$ cat config.mk
export PLATFORM = sky130hd
export DESIGN_NAME = mem_port_arbiter
export DESIGN_NICKNAME = d
export VERILOG_FILES = /design/src/rtl/cpu_mem_pkg.sv /design/src/rtl/mem_grant_sel.sv /design/src/rtl/mem_port_arbiter.sv
export SDC_FILE = /design/constraint.sdc
export NUM_CORES = 1
export LEC_CHECK = 0
export BUFFER_PORTS_ARGS = -buffer_cell sky130_fd_sc_hd__buf_4
export CORE_ASPECT_RATIO = 1.25
export CORE_MARGIN = 8
export CORE_UTILIZATION = 35
export DETAILED_ROUTE_END_ITERATION = 7
export PLACE_DENSITY = 0.59
export SLEW_MARGIN = 10
export SYNTH_ARGS = -nofsm -noshare
export SYNTH_HDL_FRONTEND = slang
export SYNTH_SLANG_ARGS = --single-unit
$ cat constraint.sdc
create_clock -name clk -period 1.8 [get_ports clk]
set_clock_uncertainty 0.15 [all_clocks]
set_input_delay 0.27 -clock clk [delete_from_list [all_inputs] [get_ports clk]]
set_output_delay 0.27 -clock clk [all_outputs]
set_load 0.005 [all_outputs]
$ cat src/rtl/cpu_mem_pkg.sv
// Shared definitions for the CPU memory-port arbiter.
package cpu_mem_pkg;

  localparam int unsigned DATA_W            = 16;
  localparam int unsigned ADDR_W            = 16;
  localparam int unsigned ACCESS_CYCLES_DEF = 2;
  localparam int unsigned STARVE_LIMIT_DEF  = 3;

  localparam logic GRANT_IF = 1'b0;
  localparam logic GRANT_DM = 1'b1;

  typedef enum logic [1:0] {
    ST_IDLE   = 2'd0,
    ST_ACCESS = 2'd1,
    ST_DONE   = 2'd2
  } state_t;

  // Request payload captured on the grant edge.
  typedef struct packed {
    logic              we;
    logic [ADDR_W-1:0] addr;
    logic [DATA_W-1:0] wdata;
  } mem_req_t;

  // Width of a counter that must hold values 0..n-1 (at least 1 bit).
  function automatic int unsigned cnt_width(input int unsigned n);
    return (n < 2) ? 1 : $clog2(n);
  endfunction

endpackage

$ cat src/rtl/mem_grant_sel.sv
// Priority decision (DM first) with an IF starvation counter.
module mem_grant_sel
  import cpu_mem_pkg::*;
#(
  parameter int unsigned STARVE_LIMIT = STARVE_LIMIT_DEF
) (
  input  logic clk,
  input  logic rst,
  input  logic if_req,
  input  logic dm_req,
  input  logic grant_stb,
  output logic grant_dm_c
);

  localparam int unsigned SW_RAW = $clog2(STARVE_LIMIT + 1);
  localparam int unsigned SW     = (SW_RAW < 2) ? 2 : SW_RAW;

  logic [SW-1:0] starve;
  logic          if_starved;

  // IF is forced once DM has won STARVE_LIMIT times in a row over a waiting IF.
  always_comb begin
    if_starved = if_req && (starve == SW'(STARVE_LIMIT));
    grant_dm_c = (dm_req && !if_starved) ? GRANT_DM : GRANT_IF;
  end

  // Saturating count of DM grants made while IF was waiting.
  always_ff @(posedge clk) begin
    if (rst) begin
      starve <= '0;
    end else if (grant_stb) begin
      if ((grant_dm_c == GRANT_DM) && if_req) begin
        if (starve != SW'(STARVE_LIMIT)) starve <= starve + SW'(1);
      end else begin
        starve <= '0;
      end
    end
  end

endmodule

$ cat src/rtl/mem_port_arbiter.sv
// Single-ported SRAM arbiter between instruction-fetch and data-memory ports.
module mem_port_arbiter
  import cpu_mem_pkg::*;
#(
  parameter int unsigned ACCESS_CYCLES = ACCESS_CYCLES_DEF,
  parameter int unsigned STARVE_LIMIT  = STARVE_LIMIT_DEF
) (
  input  logic        clk,
  input  logic        rst,
  input  logic        if_req,
  input  logic [15:0] if_addr,
  output logic [15:0] if_rdata,
  output logic        if_ack,
  output logic        if_stall,
  input  logic        dm_req,
  input  logic        dm_we,
  input  logic [15:0] dm_addr,
  input  logic [15:0] dm_wdata,
  output logic [15:0] dm_rdata,
  output logic        dm_ack,
  output logic        dm_stall,
  output logic        grant_dm,
  output logic [15:0] ram_addr,
  output logic [15:0] ram_wdata,
  input  logic [15:0] ram_rdata,
  output logic        ram_re,
  output logic        ram_we
);

  localparam int unsigned CW = cnt_width(ACCESS_CYCLES);

  state_t            state, state_nxt;
  logic [CW-1:0]     cnt, cnt_nxt;
  logic              op_we, op_we_nxt;
  logic              grant_nxt;
  logic [15:0]       addr_nxt, wdata_nxt;
  logic              re_nxt, we_nxt;
  logic              if_ack_nxt, dm_ack_nxt;
  logic [15:0]       if_rd_nxt, dm_rd_nxt;
  logic              grant_stb;
  logic              grant_dm_c;
  mem_req_t          sel;

  assign grant_stb = (state == ST_IDLE) && (if_req || dm_req);
  assign if_stall  = if_req & ~if_ack;
  assign dm_stall  = dm_req & ~dm_ack;

  mem_grant_sel #(
    .STARVE_LIMIT (STARVE_LIMIT)
  ) u_grant_sel (
    .clk        (clk),
    .rst        (rst),
    .if_req     (if_req),
    .dm_req     (dm_req),
    .grant_stb  (grant_stb),
    .grant_dm_c (grant_dm_c)
  );

  // Next-state and next registered outputs; everything holds unless changed.
  always_comb begin
    state_nxt  = state;
    cnt_nxt    = cnt;
    op_we_nxt  = op_we;
    grant_nxt  = grant_dm;
    addr_nxt   = ram_addr;
    wdata_nxt  = ram_wdata;
    re_nxt     = 1'b0;
    we_nxt     = 1'b0;
    if_ack_nxt = 1'b0;
    dm_ack_nxt = 1'b0;
    if_rd_nxt  = if_rdata;
    dm_rd_nxt  = dm_rdata;
    sel        = (grant_dm_c == GRANT_DM) ?
                 '{we: dm_we, addr: dm_addr, wdata: dm_wdata} :
                 '{we: 1'b0,  addr: if_addr, wdata: 16'h0000};

    case (state)
      ST_IDLE: begin
        if (grant_stb) begin
          grant_nxt = grant_dm_c;
          addr_nxt  = sel.addr;
          op_we_nxt = sel.we;
          if (sel.we) wdata_nxt = sel.wdata;
          cnt_nxt   = '0;
          re_nxt    = !sel.we;
          we_nxt    = sel.we;
          state_nxt = ST_ACCESS;
        end
      end
      ST_ACCESS: begin
        if (cnt == CW'(ACCESS_CYCLES - 1)) begin
          if (!op_we) begin
            if (grant_dm == GRANT_DM) dm_rd_nxt = ram_rdata;
            else                      if_rd_nxt = ram_rdata;
          end
          if_ack_nxt = (grant_dm == GRANT_IF);
          dm_ack_nxt = (grant_dm == GRANT_DM);
          state_nxt  = ST_DONE;
        end else begin
          cnt_nxt = cnt + CW'(1);
          re_nxt  = !op_we;
          we_nxt  = op_we;
        end
      end
      ST_DONE: begin
        state_nxt = ST_IDLE;
      end
      default: begin
        state_nxt = ST_IDLE;
      end
    endcase
  end

  // State and output registers; reset aborts any access in flight.
  always_ff @(posedge clk) begin
    if (rst) begin
      state     <= ST_IDLE;
      cnt       <= '0;
      op_we     <= 1'b0;
      grant_dm  <= GRANT_IF;
      ram_addr  <= '0;
      ram_wdata <= '0;
      ram_re    <= 1'b0;
      ram_we    <= 1'b0;
      if_ack    <= 1'b0;
      dm_ack    <= 1'b0;
      if_rdata  <= '0;
      dm_rdata  <= '0;
    end else begin
      state     <= state_nxt;
      cnt       <= cnt_nxt;
      op_we     <= op_we_nxt;
      grant_dm  <= grant_nxt;
      ram_addr  <= addr_nxt;
      ram_wdata <= wdata_nxt;
      ram_re    <= re_nxt;
      ram_we    <= we_nxt;
      if_ack    <= if_ack_nxt;
      dm_ack    <= dm_ack_nxt;
      if_rdata  <= if_rd_nxt;
      dm_rdata  <= dm_rd_nxt;
    end
  end

endmodule
==> results.py, run 1 <==
metrics = {
    "route": {
        "initialDrtViolationCount": 53,
        "drt_first_pass_iters": 4,
        "vias": 2798,
        "drc": 0,
        "wire_per_inst_um": 14.85,
        "wirelength_um": 8882,
        "ant_nets": 0,
        "via_per_inst": 4.679,
    },
    "worst_setup_path": {
        "r2r_setup_slack_ns": 0.18,
        "end_kind": "register",
        "crit_buf_inv": 0,
        "timing_worst_setup_path_type": "reg -> reg",
        "crit_end": "dm_rdata[4]",
        "reg2reg_depth": 3,
        "critPathLaunchType": "register",
        "max_stage_delay_ns": 0.67,
        "r2r_end": "dm_rdata[4]",
        "crit_family": "simple AND/OR/NAND/NOR gates",
        "cp.depth": 3,
        "cp_cell_sequence": "nand2_2 > or4b_4 > mux2i_1",
        "cp_data_arrival_time_ns": 1.67,
        "critPathMaxFanout": 11,
        "reg2reg_from": "state[0]",
        "worstPathRequired_ns": 1.85,
        "cp-startpoint": "state[0]",
        "crit_slowest_cell": "or4b_4",
    },
    "clock_tree": {
        "clock_latency_ns": 0.32,
        "cts_setup_buffers": 0,
        "path_clk_slew_ns": 0.06,
        "cts_max_level": 3,
        "cts_resized": 0,
        "clock_sinks": 75,
        "cts-root-buf": "clkbuf_16",
        "cts_buffers": 9,
        "clockBufferDepth": 2,
        "postCtsHoldBufs": 0,
        "cts_tree": "done",
    },
    "yosys": {
        "yosysMostFrequentCell": "nand2b_1",
        "yosysTopAreaCell": "dfxtp_1",
        "synth-edff-count": 0,
        "syn_area_per_cell_sq_um": 9.637,
        "synthTopCellsByArea": "dfxtp_1, nand2b_1, mux2i_1",
        "syn-instance-count": 336,
        "postSynth.asyncResetShare_pct": 0,
        "ys_top_cells_by_count": "nand2b_1, dfxtp_1, mux2i_1, nand2_1, a21oi_1",
        "synth_warnings": 0,
        "synth_ff_type": "dfxtp_1",
        "yosys_register_bits": 75,
        "ys_types": 33,
        "synth_area_sq_um": 3238,
        "synth.top_cell.area_share_pct": 46.37,
        "ys_seq_area_share_pct": 46.37,
        "synth.net_count": 406,
    },
    "global_routing": {
        "grt_usage_pct": 14.08,
        "grt_pass1_wl_um": 14060,
        "antenna_found_initial": 0,
        "grt_max_degree": 52,
        "grt_pass1_vias": 2916,
        "grt_overflow": 0,
    },
    "floorplanning": {
        "start_util_pct": 35.68,
        "die_area_sq_um": 12600,
        "fp.dieH_um": 123.5,
        "die_w_um": 102.0,
        "placementRows": 39,
        "coreArea_sq_um": 9076,
        "ios": 140,
    },
    "min_path": {
        "hold_path_class": "in -> reg",
    },
    "placed_design": {
        "pre_cts_ws_ns": 0.1969,
        "place_area_sq_um": 4429,
        "place.port_buffers": 139,
        "dp_hpwl_um": 6606,
        "gp_congestion": 0.7151,
    },
    "layout": {
        "nFillCells": 886,
        "drive_gt1_share_pct": 35.79,
        "fin_nets": 541,
        "diodes": 0,
        "fin_area_sq_um": 4725,
        "syn2layout_area_growth_pct": 45.90,
    },
    "timing": {
        "layout_min_cycle_time_ns": 1.617,
        "finalMaxSlewViolations": 0,
        "timing.final.ws_setup_ns": 0.1829,
        "post-route-period-util_pct": 89.84,
        "fin_tns_setup_ns": 0,
        "max_freq_ghz": 0.6184,
        "setup_violations": 0,
        "max_slew_margin_pct": 70.07,
        "rsz0062_at_grt": "false",
        "tightest_slew_ns": 0.4479,
        "hold_viol_final": 0,
    },
    "pwr": {
        "clockPowerShare_pct": 42.6,
        "total_power_mw": 4.166,
        "internal_power_mw": 3.226,
        "p_leak_nw": 2.122,
        "pwr-share-comb_pct": 14.2,
        "power.ir.vdd_worst_mv": 0.4197,
        "power_density_nw_per_um2": 881.7,
        "switchingPower_mw": 0.9401,
        "seqPwrFrac_pct": 43.3,
        "switching_share_pct": 22.57,
    },
    "flow_run": {
        "maxCapViolCount": 0,
    },
    "outcome": {
        "status": "finished clean",
    },
}
[power by group through the flow]
stage | combinational [mW] | clock [mW] | sequential, mW
floorplan | 0.276 | 0 | 1.84
global placement | 0.594 | 0 | 1.83
detailed placement | 0.601 | 0 | 1.84
CTS | 0.601 | 1.83 | 1.80
global route | 0.646 | 1.93 | 1.81
finish | 0.590 | 1.77 | 1.80
[layer usage]
metal	routed length, um	GRT usage [%]
met5	0	0
met2	4001	21.94
met1	3929	16.57
met4	89	4.692
met3	860	6.704
[worst min path at each step]
stage | startpoint | to | slack [ns] | cells after the start
floorplan | dm_req | u_grant_sel.starve[1] | 0.27 | 2
global placement | ram_wdata[10] | ram_wdata[10] | 0.31 | 2
detailed placement | dm_rdata[9] | dm_rdata[9] | 0.32 | 2
CTS | if_addr[4] | ram_addr[4] | 0.05 | 3
global route | dm_addr[14] | ram_addr[14] | 0.06 | 3
finish | if_addr[4] | ram_addr[4] | 0.07 | 3
[placed cells by master (no fill, tap or decap), types with 2 or more instances in the layout]
cell type / n
nand4_1: 2
nor2_1: 3
nand2b_1: 81
a21oi_1: 21
nand2_1: 37
o21ai_0: 4
buf_12: 3
or2_2: 2
buf_4: 145
nor2b_1: 4
mux2i_1: 48
a311oi_1: 16
clkbuf_1: 2
clkbuf_8: 2
clkbuf_16: 9
dfxtp_1: 75
[sequential cells by signal (all words and copies together), names as in the netlist]
name	flops
ram_we	1
u_grant_sel.starve	2
dm_rdata	16
dm_ack	1
if_rdata	16
ram_re	1
state	2
op_we	1
cnt	1
grant_dm	1
ram_wdata	16
ram_addr	16
if_ack	1
[logic make-up after synthesis]
group / share of synthesized area, %
compound gates: 9.776
fa+ha+maj: 0.3863
buf+inv: 3.632
flops: 46.37
mux: 14.84
simple gates: 25.00
[metrics by stage]
stage                     hold WS, ns  util [%]  instances
after CTS                     0.05370     52.05        598
final                         0.06531     52.05        598
after floorplan                0.2702         -        336
after detailed placement       0.3183     48.80        583
after global routing          0.06123     52.05        598
after global placement         0.3085     48.80        583
[area by class of cell]
class	instances	area, sq um	area share (%)
multi-input cells	237	1625	34.40
flip-flops and latches	75	1501	31.78
repair buffers	148	1149	24.31
clock buffers	13	260.3	5.508
well taps	123	153.9	3.257
clock inverters	2	35.03	0.7415
[worst min-delay path, delay by kind of cell]
family	cells	cell delay, ns
and+or+nand+nor	1	0.04
buffers and inverters	1	0.11
AOI/OAI and AO/OA	1	0.07
Note: power is estimated with default switching activity, not from simulation.
==> run 2: changes to the inputs <==
--- a/config.mk
+++ b/config.mk
@@ -6,11 +6,14 @@
 export NUM_CORES = 1
 export LEC_CHECK = 0
 export BUFFER_PORTS_ARGS = -buffer_cell sky130_fd_sc_hd__buf_4
+export CELL_PAD_IN_SITES_DETAIL_PLACEMENT = 1
+export CELL_PAD_IN_SITES_GLOBAL_PLACEMENT = 1
 export CORE_ASPECT_RATIO = 1.25
 export CORE_MARGIN = 8
-export CORE_UTILIZATION = 35
+export CORE_UTILIZATION = 34
 export DETAILED_ROUTE_END_ITERATION = 7
-export PLACE_DENSITY = 0.59
+export PLACE_DENSITY = 0.75
+export SKIP_CTS_REPAIR_TIMING = 1
 export SLEW_MARGIN = 10
 export SYNTH_ARGS = -nofsm -noshare
 export SYNTH_HDL_FRONTEND = slang
==> run 2 against run 1 <==
  * Cell area is 0.87% lower
  * Clock power down 15%
  * Sequential power is essentially flat
  * Fmax hardly changed
  * Setup slack got worse by 0.00065 ns
  * Non-clock buffer count stayed put
  * First-iteration DRC count up 81%
  * Sequential cell count did not move
  * Combinational power grew 3.6%
  * Critical path type unchanged
  * Critical endpoint is now dm_rdata[6]
  * Highest routed layer unchanged
==> results.py, run 2 (synthesis gave the netlist of run 1 again) <==
metrics = {
    "outcome": {
        "status": "finished clean",
    },
    "worst_setup_path": {
        "timing_worst_setup_path_type": "reg -> reg",
        "r2r_end": "dm_rdata[6]",
        "worstPathRequired_ns": 1.89,
        "cp_data_arrival_time_ns": 1.71,
        "reg2reg_depth": 3,
        "reg2reg_from": "state[0]",
        "end_kind": "register",
        "critPathLaunchType": "register",
        "critPathMaxFanout": 11,
        "r2r_setup_slack_ns": 0.18,
    },
    "min_path": {
        "min_to": "ram_wdata[13]",
        "hold_path_class": "in -> reg",
        "hold_start": "dm_wdata[13]",
        "holdPathStages": 3,
    },
    "route": {
        "wire_per_inst_um": 16.66,
        "drc": 0,
        "ant_nets": 0,
        "wirelength_um": 9960,
        "via_per_inst": 4.788,
        "initialDrtViolationCount": 96,
        "vias": 2863,
        "drt_first_pass_iters": 6,
    },
    "layout": {
        "nFillCells": 1105,
        "fin_nets": 541,
        "final_common_cell": "buf_4",
        "syn2layout_area_growth_pct": 44.63,
        "final_cell_mix": "buf_4, nand2b_1, dfxtp_1",
        "diodes": 0,
        "drive_gt1_share_pct": 35.38,
        "fin_cells": 598,
    },
    "timing": {
        "max_freq_ghz": 0.6181,
        "hold_viol_final": 0,
        "rsz0062_at_grt": "false",
        "layout_min_cycle_time_ns": 1.618,
        "post-route-period-util_pct": 89.88,
        "finalMaxSlewViolations": 0,
        "fin_tns_setup_ns": 0,
        "setup_violations": 0,
        "timing.final.ws_setup_ns": 0.1822,
        "tightest_slew_ns": 0.4109,
        "max_slew_margin_pct": 72.51,
    },
    "flow_run": {
        "maxCapViolCount": 0,
    },
    "clock_tree": {
        "cts-root-buf": "clkbuf_16",
        "clockBufferDepth": 2,
        "cts_tree": "done",
        "clock_latency_ns": 0.32,
        "cts_max_level": 3,
        "path_clk_slew_ns": 0.06,
        "clock_sinks": 75,
        "cts_buffers": 9,
    },
    "global_routing": {
        "antenna_found_initial": 0,
        "grt_overflow": 0,
        "grt_pass1_wl_um": 15940,
        "grt_usage_pct": 15.55,
        "grt_max_degree": 46,
        "grt_pass1_vias": 3252,
    },
    "floorplanning": {
        "ios": 140,
        "start_util_pct": 34.23,
        "coreArea_sq_um": 9459,
        "fp.dieH_um": 125.1,
        "placementRows": 40,
        "die_area_sq_um": 12920,
        "die_w_um": 103.3,
    },
    "pwr": {
        "power.ir.vdd_worst_mv": 0.4038,
        "power_density_nw_per_um2": 838.4,
        "p_leak_nw": 2.098,
    },
    "placed_design": {
        "pre_cts_ws_ns": 0.1992,
        "dp.cells": 586,
        "dp_hpwl_um": 7472,
        "place.port_buffers": 139,
        "gp_congestion": 0.7409,
    },
}
==> run 2: per-layer routing <==
metal / part of all wire, % / global-route usage (%)
met1: 43 / 17.48
met2: 48 / 25.89
met3: 7.9 / 6.496
met4: 1.2 / 4.441
met5: 0 / 0
==> run 2: worst max path at each step <==
stage,startpoint,end,slack [ns]
2_1_floorplan,u_grant_sel.starve[0],ram_wdata[10],0.20
3_5_place_dp,state[0],dm_rdata[6],0.20
3_3_place_gp,state[0],dm_rdata[1],0.25
4_1_cts,state[0],dm_rdata[6],0.16
5_1_grt,state[1],ram_addr[10],0.1
6_report,state[0],dm_rdata[6],0.18
==> run 2: stage by stage <==
step / hold slack, ns / power (mW) / utilization, % / area, sq um
2_1_floorplan: 0.2702 / 2.112 / - / 3238
3_3_place_gp: 0.3091 / 2.443 / 47.00 / 4446
3_5_place_dp: 0.3165 / 2.461 / 47.00 / 4446
4_1_cts: 0.05879 / 3.988 / 49.51 / 4683
5_1_grt: 0.05831 / 4.133 / 49.51 / 4683
6_report: 0.06701 / 3.927 / 49.51 / 4683
==> run 2: cell type report <==
cell class / count / area, sq um / share of cell area [%]
Clock inverter: 1 / 5.005 / 0.1069
Clock buffer: 11 / 232.7 / 4.969
Tap cell: 126 / 157.7 / 3.366
Sequential cell: 75 / 1501 / 32.06
Multi-Input combinational cell: 237 / 1625 / 34.70
Timing Repair Buffer: 148 / 1161 / 24.79
==> run 2: worst max-delay path, cell delays in order (launching register included) <==
cell and delay (ns):
dfxtp_1 0.38, nand2_2 0.12, or4b_4 0.66, mux2i_1 0.22
==> run 2: report_power, final <==
group	internal (mW)	switching, mW	leakage (nW)
combinational	0.348	0.263	1.37
clock	0.899	0.611	0.117
sequential	1.75	0.0564	0.612
==> run 3: changes to the inputs <==
--- a/config.mk
+++ b/config.mk
@@ -10,9 +10,9 @@
 export CELL_PAD_IN_SITES_GLOBAL_PLACEMENT = 1
 export CORE_ASPECT_RATIO = 1.25
 export CORE_MARGIN = 8
-export CORE_UTILIZATION = 34
+export CORE_UTILIZATION = 35
 export DETAILED_ROUTE_END_ITERATION = 7
-export PLACE_DENSITY = 0.75
+export PLACE_DENSITY = 0.77
 export SKIP_CTS_REPAIR_TIMING = 1
 export SLEW_MARGIN = 10
 export SYNTH_ARGS = -nofsm -noshare
==> constraint.sdc (replaced) <==
create_clock -name clk -period 1.95 [get_ports clk]
set_clock_uncertainty 0.15 [all_clocks]
set_input_delay 0.2925 -clock clk [delete_from_list [all_inputs] [get_ports clk]]
set_output_delay 0.2925 -clock clk [all_outputs]
set_load 0.005 [all_outputs]
==> run 3 against run 2 <==
  * Hold slack better by 0.013 ns
  * Sequential share of layout area fell by 0.34 points
  * Total power up 2.4%
  * Count of clock-buffer cells in the layout rose by 1
  * Final cell count is 0.17% higher
  * Sequential power down 8%
  * Critical path type unchanged
==> results.py, run 3 (synthesis gave the netlist of run 1 again) <==
metrics = {
    "timing": {
        "max_slew_margin_pct": 68.97,
        "layout_min_cycle_time_ns": 1.682,
        "post-route-period-util_pct": 86.24,
        "finalMaxSlewViolations": 0,
        "hold_viol_final": 0,
        "timing.final.ws_setup_ns": 0.2683,
        "rsz0062_at_grt": "false",
        "max_freq_ghz": 0.5946,
        "fin_tns_setup_ns": 0,
        "setup_violations": 0,
        "tightest_slew_ns": 0.4644,
        "worst_hold_slack_ns": 0.08034,
    },
    "clock_tree": {
        "clock_latency_ns": 0.33,
        "path_clk_slew_ns": 0.06,
        "clockBufferDepth": 2,
        "cts-root-buf": "clkbuf_16",
        "cts_buffers": 9,
        "clock_sinks": 75,
        "cts_tree": "done",
        "cts_max_level": 3,
    },
    "worst_setup_path": {
        "critPathLaunchType": "register",
        "end_kind": "register",
        "timing_worst_setup_path_type": "reg -> reg",
        "reg2reg_from": "state[1]",
        "worstPathRequired_ns": 1.98,
        "critPathMaxFanout": 18,
        "cp_data_arrival_time_ns": 1.71,
        "crit_end": "ram_addr[11]",
        "cp-startpoint": "state[1]",
        "r2r_end": "ram_addr[11]",
        "r2r_setup_slack_ns": 0.27,
        "reg2reg_depth": 3,
    },
    "global_routing": {
        "antenna_found_initial": 0,
        "grt_max_degree": 61,
        "grt_pass1_vias": 3151,
        "grt_pass1_wl_um": 15170,
        "grt_usage_pct": 15.33,
        "grt_overflow": 0,
    },
    "route": {
        "wire_per_inst_um": 16.31,
        "via_per_inst": 4.775,
        "drc": 0,
        "ant_nets": 0,
        "dr_wl_met2_um": 4625,
        "routed.top_layer": "met4",
        "wl_met1_um": 4173,
        "wirelength_um": 9767,
        "initialDrtViolationCount": 73,
        "vias": 2860,
        "wl_met3_um": 836,
        "drt_first_pass_iters": 4,
    },
    "min_path": {
        "hold_path_class": "in -> reg",
        "holdPathStages": 3,
    },
    "placed_design": {
        "place.port_buffers": 139,
        "dp_hpwl_um": 7336,
        "dp.cells": 583,
        "place_area_sq_um": 4404,
        "pre_cts_ws_ns": 0.2763,
        "gp_congestion": 0.7607,
    },
    "pwr": {
        "power.ir.vdd_worst_mv": 0.4198,
        "total_power_mw": 4.019,
        "p_leak_nw": 2.126,
        "power_density_nw_per_um2": 849.2,
    },
    "layout": {
        "final_common_cell": "buf_4",
        "fin_nets": 541,
        "diodes": 0,
        "postLayoutCoreUtil_pct": 52.15,
        "syn2layout_area_growth_pct": 46.17,
        "final_cell_mix": "buf_4, nand2b_1, dfxtp_1",
        "fin_area_sq_um": 4733,
        "fin_cells": 599,
        "drive_gt1_share_pct": 36.13,
    },
    "floorplanning": {
        "fp.dieH_um": 123.5,
        "coreArea_sq_um": 9076,
        "start_util_pct": 35.68,
        "placementRows": 39,
        "die_area_sq_um": 12600,
        "ios": 140,
        "die_w_um": 102.0,
    },
    "outcome": {
        "status": "finished clean",
    },
    "flow_run": {
        "maxCapViolCount": 0,
    },
}
[run 3: how the worst min path moves through the flow]
| stage | from | end | slack, ns |
|---|---|---|---|
| 3_3_place_gp | if_rdata[12] | if_rdata[12] | 0.31 |
| 4_1_cts | dm_wdata[10] | ram_wdata[10] | 0.07 |
| 6_report | if_addr[9] | ram_addr[9] | 0.08 |
| 3_5_place_dp | dm_rdata[9] | dm_rdata[9] | 0.32 |
| 2_1_floorplan | dm_req | u_grant_sel.starve[1] | 0.29 |
| 5_1_grt | dm_wdata[14] | ram_wdata[14] | 0.08 |
[run 3: report_power, final]
part | internal (mW) | switching, mW
clock | 1.19 | 0.621
sequential | 1.61 | 0.0514
combinational | 0.307 | 0.238
total | 3.11 | 0.911
[run 3: area by class of cell]
| type | instances | area [sq um] |
|---|---|---|
| clock buffers | 12 | 256.5 |
| multi-input cells | 237 | 1625 |
| repair buffers | 148 | 1124 |
| well taps | 123 | 153.9 |
| flip-flops and latches | 75 | 1501 |
| fillers | 1060 | 4343 |
| clock inverters | 4 | 72.57 |
[run 3: routing by layer]
| layer | vias up | GRT usage [%] |
|---|---|---|
| met5 | - | 0 |
| met4 | 0 | 5.888 |
| met3 | 9 | 6.310 |
| met2 | 106 | 25.56 |
| met1 | 1330 | 16.97 |
| li1 | 1415 | - |
[run 3: worst max-delay path, cell delays in order (launching register included)]
cell,delay [ns]
dfxtp_1,0.43
or2_2,0.38
nor2_4,0.41
a311oi_1,0.17
